<file path="src/rtl/mmult_opt_mdc_in_join.sv">
// ============================================================================
// Module   : mmult_opt_mdc_in_join
// Purpose  : Joins two operand streams through per-input FIFOs into one paired
//            stream, tracking beats per tile with last/done markers.
// Revision : 1.0  initial release
// ============================================================================
`default_nettype none

module mmult_opt_mdc_in_join #(
  parameter int DATA_WIDTH = 32,
  parameter int FIFO_DEPTH = 4,
  parameter int LEN_WIDTH  = 16
) (
  input  logic                          clk_i,
  input  logic                          rst_i,
  input  logic                          clear_i,
  input  logic                          enable_i,
  input  logic [LEN_WIDTH-1:0]          len_i,
  input  logic [DATA_WIDTH-1:0]         in1_data_i,
  input  logic                          in1_valid_i,
  output logic                          in1_ready_o,
  input  logic [DATA_WIDTH-1:0]         in2_data_i,
  input  logic                          in2_valid_i,
  output logic                          in2_ready_o,
  output logic [2*DATA_WIDTH-1:0]       out_data_o,
  output logic                          out_valid_o,
  input  logic                          out_ready_i,
  output logic                          out_last_o,
  output logic [LEN_WIDTH-1:0]          beat_cnt_o,
  output logic                          done_o,
  output logic [$clog2(FIFO_DEPTH):0]   in1_level_o,
  output logic [$clog2(FIFO_DEPTH):0]   in2_level_o
);

  localparam int PTR_W = $clog2(FIFO_DEPTH);
  localparam int LVL_W = PTR_W + 1;
  localparam logic [LVL_W-1:0] FULL_LVL = LVL_W'(FIFO_DEPTH);

  logic [DATA_WIDTH-1:0] mem1 [FIFO_DEPTH];
  logic [DATA_WIDTH-1:0] mem2 [FIFO_DEPTH];
  logic [PTR_W-1:0]      wr1, rd1, wr2, rd2;
  logic [LVL_W-1:0]      lvl1, lvl2;
  logic [LEN_WIDTH-1:0]  beat;
  logic                  done;

  logic                  push1, push2, pop;
  logic [LEN_WIDTH-1:0]  eff_len;

  // Ready depends only on registered occupancy, never on the downstream ready.
  assign in1_ready_o = (lvl1 != FULL_LVL);
  assign in2_ready_o = (lvl2 != FULL_LVL);
  assign push1       = in1_valid_i && in1_ready_o;
  assign push2       = in2_valid_i && in2_ready_o;

  assign out_valid_o = enable_i && (lvl1 != '0) && (lvl2 != '0);
  assign out_data_o  = {mem2[rd2], mem1[rd1]};
  assign pop         = out_valid_o && out_ready_i;

  assign eff_len     = (len_i == '0) ? LEN_WIDTH'(1) : len_i;
  assign out_last_o  = out_valid_o && (beat == eff_len - LEN_WIDTH'(1));

  assign beat_cnt_o  = beat;
  assign done_o      = done;
  assign in1_level_o = lvl1;
  assign in2_level_o = lvl2;

  // Storage carries no reset; stale contents are never visible past the level.
  always_ff @(posedge clk_i) begin
    if (push1) mem1[wr1] <= in1_data_i;
    if (push2) mem2[wr2] <= in2_data_i;
  end

  always_ff @(posedge clk_i) begin
    if (rst_i || clear_i) begin
      wr1  <= '0;
      rd1  <= '0;
      wr2  <= '0;
      rd2  <= '0;
      lvl1 <= '0;
      lvl2 <= '0;
      beat <= '0;
      done <= 1'b0;
    end else begin
      if (push1) wr1 <= wr1 + PTR_W'(1);
      if (push2) wr2 <= wr2 + PTR_W'(1);
      if (pop) begin
        rd1 <= rd1 + PTR_W'(1);
        rd2 <= rd2 + PTR_W'(1);
      end

      case ({push1, pop})
        2'b10:   lvl1 <= lvl1 + LVL_W'(1);
        2'b01:   lvl1 <= lvl1 - LVL_W'(1);
        default: lvl1 <= lvl1;
      endcase
      case ({push2, pop})
        2'b10:   lvl2 <= lvl2 + LVL_W'(1);
        2'b01:   lvl2 <= lvl2 - LVL_W'(1);
        default: lvl2 <= lvl2;
      endcase

      if (pop) beat <= out_last_o ? '0 : beat + LEN_WIDTH'(1);
      done <= pop && out_last_o;
    end
  end

endmodule

`default_nettype wire

</file>
<file path="config.mk">
export PLATFORM = sky130hd
export DESIGN_NAME = mmult_opt_mdc_in_join
export DESIGN_NICKNAME = d
export VERILOG_FILES = /design/src/rtl/mmult_opt_mdc_in_join.sv
export SDC_FILE = /design/constraint.sdc
export NUM_CORES = 1
export LEC_CHECK = 0
export CORE_ASPECT_RATIO = 0.8
export CORE_MARGIN = 3
export CORE_UTILIZATION = 30
export DETAILED_ROUTE_END_ITERATION = 8
export GPL_TIMING_DRIVEN = 0
export PLACE_DENSITY = 0.56
export SLEW_MARGIN = 20
export SYNTH_ARGS = -nofsm -noshare
export SYNTH_HDL_FRONTEND = slang
export SYNTH_SLANG_ARGS = --single-unit
</file>
<file path="constraint.sdc">
create_clock -name clk_i -period 8.75 [get_ports clk_i]
set_clock_uncertainty 0.05 [all_clocks]
set_input_delay 1.75 -clock clk_i [delete_from_list [all_inputs] [get_ports clk_i]]
set_output_delay 1.75 -clock clk_i [all_outputs]
set_load 0.005 [all_outputs]
</file>
## Yosys cells after proc, flatten, opt, wreduce, memory -nomap -nowiden

Memories as Yosys holds them, arrays and structs flattened. A register that Yosys moved wholly into a read port is not among the register bits.
Cells that the tools add are included.

- RAM bits: 256
- Memories: 2
- Flip-flop bits (word level): 31
- Bits of input ports: 87
- Output and inout port bits: 91
- Logic and storage cells: 52

- Reduce and logical (&&, ||, !) cells: 13
- Muxes and demuxes: 12
- Equal/unequal tests: 7
- $add $sub $neg: 10

Memory list:

| memory | depth | bits a word | read ports | clocked after Yosys merged registers in | wr ports | RTL line | RTL |
|---|---|---|---|---|---|---|---|
| mem1 | 4 | 32 | 1 | 1 | 1 | 39 | `logic [DATA_WIDTH-1:0] mem1 [FIFO_DEPTH];` |
| mem2 | 4 | 32 | 1 | 1 | 1 | 40 | `logic [DATA_WIDTH-1:0] mem2 [FIFO_DEPTH];` |

Operators by type and width:

| cell | count |
|---|---|
| 16-bit two-way mux | 2 |
| 16-bit by 1-bit adder with 16-bit output, second input constant | 1 |
| 16-bit equality test | 1 |
| 16-bit zero test | 1 |
| 16-bit by 1-bit subtractor with 16-bit output, second input constant | 1 |
| 3-bit one-hot mux with 2 select lines | 2 |
| 2-bit by 1-bit adder with 2-bit output, second input constant | 4 |
| 2-bit two-way mux | 4 |
| 1-bit logical AND | 7 |
| 3-bit by 1-bit adder with 3-bit output, second input constant | 2 |
| 3-bit inequality test, second input constant | 2 |
| 3-bit nonzero test | 2 |
| 3-bit by 1-bit subtractor with 3-bit output, second input constant | 2 |
| 2-bit by 1-bit equality test with 1-bit output, second input constant | 2 |
| 2-bit equality test, second input constant | 2 |
| 1-bit two-way mux | 4 |
| 2-bit nonzero test | 2 |
| 1-bit logical OR | 1 |

## Longest topological paths before layout

Gate-level depths: netlist of run 1.

- Depth in word-level cells: 6
- Mapped depth: 12

## Worst setup path before layout of run 1

OpenSTA, ideal clock, no wires.

- Path type: input-to-output
- Start: in len_i[4]
- End: out out_last_o
- Path buffers: 0
- Stages: 10
- Arrival: 3.907 ns
- Slack: 3.043 ns
- Cells stage by stage: nor4_1 a41oi_1 ha_1 xor2_1 xnor2_1 nand2_1 or3_1 nor4_1 nand3_1 a211oi_1

- Word-level cells in the longest chain between the ends: 5

RTL lines:

| what | RTL line | RTL |
|---|---|---|
| start, declared | 18 | `input logic [LEN_WIDTH-1:0] len_i,` |
| 16-bit zero test | 59 | `assign eff_len = (len_i == '0) ? LEN_WIDTH'(1) : len_i;` |
| 16-bit two-way mux (*) | 59 |  |
| 16-bit by 1-bit subtractor with 16-bit output (*) | 60 | `assign out_last_o = out_valid_o && (beat == eff_len - LEN_WIDTH'(1));` |
| 16-bit equality test (*) | 60 |  |
| 1-bit logical AND (*) | 60 |  |
| end, declared | 28 | `output logic out_last_o,` |

Every way passes the cells marked *; elsewhere a longest branch is shown, timed or not.

## Final worst setup path of run 1

Same ends and word-level chain as after synthesis.

==> results of run 1 <==
==> path summary, 6_finish.rpt <==
| path | from | end |
|---|---|---|
| min reg2reg | wr1[1]$_SDFFE_PP0P_ | wr1[1]$_SDFFE_PP0P_ |
| min | wr1[1]$_SDFFE_PP0P_ | wr1[1]$_SDFFE_PP0P_ |
| max reg2reg | in1_level_o[2]$_SDFFE_PP0P_ | in2_level_o[2]$_SDFFE_PP0P_ |
| max | len_i[4] | out_last_o |
==> flip-flops by register name (all words and copies together), names as in the netlist, named ones only <==
register	count
mem1	128
mem2	128
beat_cnt_o	16
in1_level_o	3
in2_level_o	3
rd1	2
rd2	2
wr1	2
wr2	2
done_o	1
==> area by class of cell <==
| cell class | count | area share (%) |
|---|---|---|
| diodes | 1 | 0.0166 |
| plain buffers | 23 | 0.674 |
| multi-input cells | 271 | 19.6 |
| well taps | 487 | 4.05 |
| flip-flops and latches | 291 | 55.8 |
| repair buffers | 185 | 12.8 |
| clock inverters | 20 | 1.46 |
| clock buffers | 35 | 5.12 |
| inverters | 17 | 0.424 |
==> Yosys cell counts (5+ instances only) <==
library cell / n
and2_1: 5
ha_1: 12
nand4_1: 5
edfxtp_1: 256
xnor2_1: 18
clkbuf_1: 12
xor2_1: 26
inv_1: 17
nor2_1: 25
nor3_1: 8
buf_1: 9
nand2_1: 16
nor4_1: 7
nor3_2: 11
and3_1: 11
mux4_2: 64
dfxtp_1: 35
a21oi_1: 9
nand3_1: 12
or3_1: 5
==> metrics by stage <==
step,setup WS [ns],cell area (sq um),hold slack (ns),power (mW),cells
after floorplan,3.04,11500,0.419,1.64,602
after detailed placement,1.60,14000,0.453,1.76,1274
final,1.58,15000,0.463,3.00,1330
after global placement,1.43,13900,0.445,1.75,1266
after CTS,1.56,15000,0.462,3.04,1329
after global routing,1.24,15000,0.478,3.11,1329
==> cell families (layout without fill, tap and decap cells) <==
family	Yosys count	after routing	share of synthesized area, %
AO/OA/AOI/OAI	25	25	1.55
AND/OR/NAND/NOR	122	122	6.30
other	0	1	0
XOR/XNOR	44	44	3.35
flip-flops	291	291	73.0
adder cells (fa/ha/maj)	14	14	1.65
multiplexers	66	66	12.8
buffers and inverters	40	280	1.44
==> per-layer routing <==
metal	wire [um]	vias up	global-route usage [%]
li1	-	2853	-
met1	11500	3120	17.3
met2	11600	156	19.2
met3	1340	37	2.84
met4	459	0	2.67
met5	0	-	0
==> report_power, final <==
part,total [mW],switching [mW],internal [mW],leakage [nW]
Sequential,1.55,0.00791,1.54,2.63
Clock,1.27,0.525,0.747,0.469
Combinational,0.171,0.0735,0.0979,1.62
==> worst min-delay path, stage by stage (launching register included) <==
cell,delay [ns]
dfxtp_1,0.34
nand2_1,0.07
a21oi_1,0.06
==> impl_metrics.toml, run 1 <==
[worst_setup_path]
slowest_delay_ns = 0.58
worst_setup_path_end_kind = "output pin"
cp_cell_sequence = "clkdlybuf4s50_1, nor4_1, a41oi_1, ha_1, xor2_1, xnor2_1, nand2_1, or3_1, nor4_1, nand3_1, a211oi_1, clkdlybuf4s50_1"
path_delay_family = "simple AND/OR/NAND/NOR gates"
worst-path-buf-inv = 2
criticalPathCategory = "primary input to output pin"
startpoint_type = "primary input"
cp_data_required_time_ns = 6.95
rrSetupSlack_ns = 5.77
crit_path_max_fanout = 6
ff2ff_path_depth = 10
arrival_ns = 5.37
cp.depth = 12
critPathSlowestCell = "clkdlybuf4s50_1"

[logic_synthesis]
ys_warn_count = 0
yosysSeqAreaShare_pct = 73.0
synthTopCellsByArea = "edfxtp_1 (67%), mux4_2 (13%), dfxtp_1 (6.1%)"
async_flop_share_pct = 0
netlist.area_leader.share_pct = 66.9
synth_nets = 703
synth_edf_count = 256
synth-seq-cells = 291
synth_ff_type = "edfxtp_1"
synth_top_cell_by_area = "edfxtp_1"
synth_area_per_cell_sq_um = 19.1
syn-cell-area_sq_um = 11500
synthesis.instances = 602
synth_cell_types = 46

[global_route]
antenna_found_initial = 0
grt_pass1_vias = 6548
grt_pass1_wl_um = 38800
grt_max_degree = 26
grt_use_total_pct = 12.2
overflow = 0

[placement]
port-buffer-count = 177
dpl.hpwl_um = 16700
gp_congestion = 0.765

[final_layout]
seq_area_sq_um = 8390
num-nets-final = 920
mostFrequentLayoutCells = "edfxtp_1 (256), clkdlybuf4s50_1 (177), mux4_2 (64), dfxtp_1 (35), clkbuf_16 (30)"
drive_above_1_share_pct = 17.7
final_common_cell = "edfxtp_1"
syn2layout_area_growth_pct = 30.8
final_core_util_pct = 40.2
fillers = 3324
multiInputGateArea_sq_um = 2950

[clock_tree]
cts_buffers = 30
postCtsSetupBuffers = 0
htreeDepth = 1
cts.clk_slew.worst_paths_ns = 0.06
cts_sinks = 291
clk_path_buf_depth = 3
cts_root_buf = "clkbuf_16"
post_cts_resize_count = 0
hold_buffers = 0
clock_latency_ns = 0.55
cts_tree = "done"

[sta]
min_period_ns = 7.17
setup_viol = 0
worstMarginPinSlew_ns = 0.938
finalMaxSlewViolations = 0
timing.slew.headroom_pct = 37.5
hold_violations = 0
setup_tns_ns = 0
max_freq_ghz = 0.139
finalCritPeriodShare_pct = 82.0
rsz0062_at_grt = "false"

[floorplan]
rows = 63
num_io_pins = 178
die_h_um = 181
die_area_sq_um = 40700
start_util_pct = 30.7
die_w_um = 225
core_area_sq_um = 37400

[drt]
viasPerCell = 4.64
drtIter0Drc = 260
postRouteAntennaNets = 0
wl_per_cell_um = 18.7
routed-via-count = 6166
drc = 0
drt_wl_total_um = 24800
drt_pass1_iterations = 4

[power_and_ir_drop]
p_leak_nw = 4.73
power_density_nw_per_um2 = 199
ir_drop_v = 0.000155

[worst_hold_path]
hold_path_depth = 2
hp-class = "register to register"

[flow_run]
maxCapViolCount = 0

[run_status]
status = "complete, no violations"
Note: power is estimated with default switching activity, not from simulation.
==> inputs of run 2 (changes only) <==
Clock period 8.75 ns to 6.8 ns, I/O delays scaled along.
==> results of run 2 <==
Same layout as run 1 (identical final DEF). Status: complete, no violations.
Main changes from that run: setup slack after placement 1.60 ns -> 0.427 ns; setup slack after layout 1.58 ns -> 0.407 ns; register-to-register setup slack 5.77 ns -> 3.82 ns; total power 3.00 mW -> 3.85 mW; worst IR drop on VDD 0.000155 V -> 0.000199 V
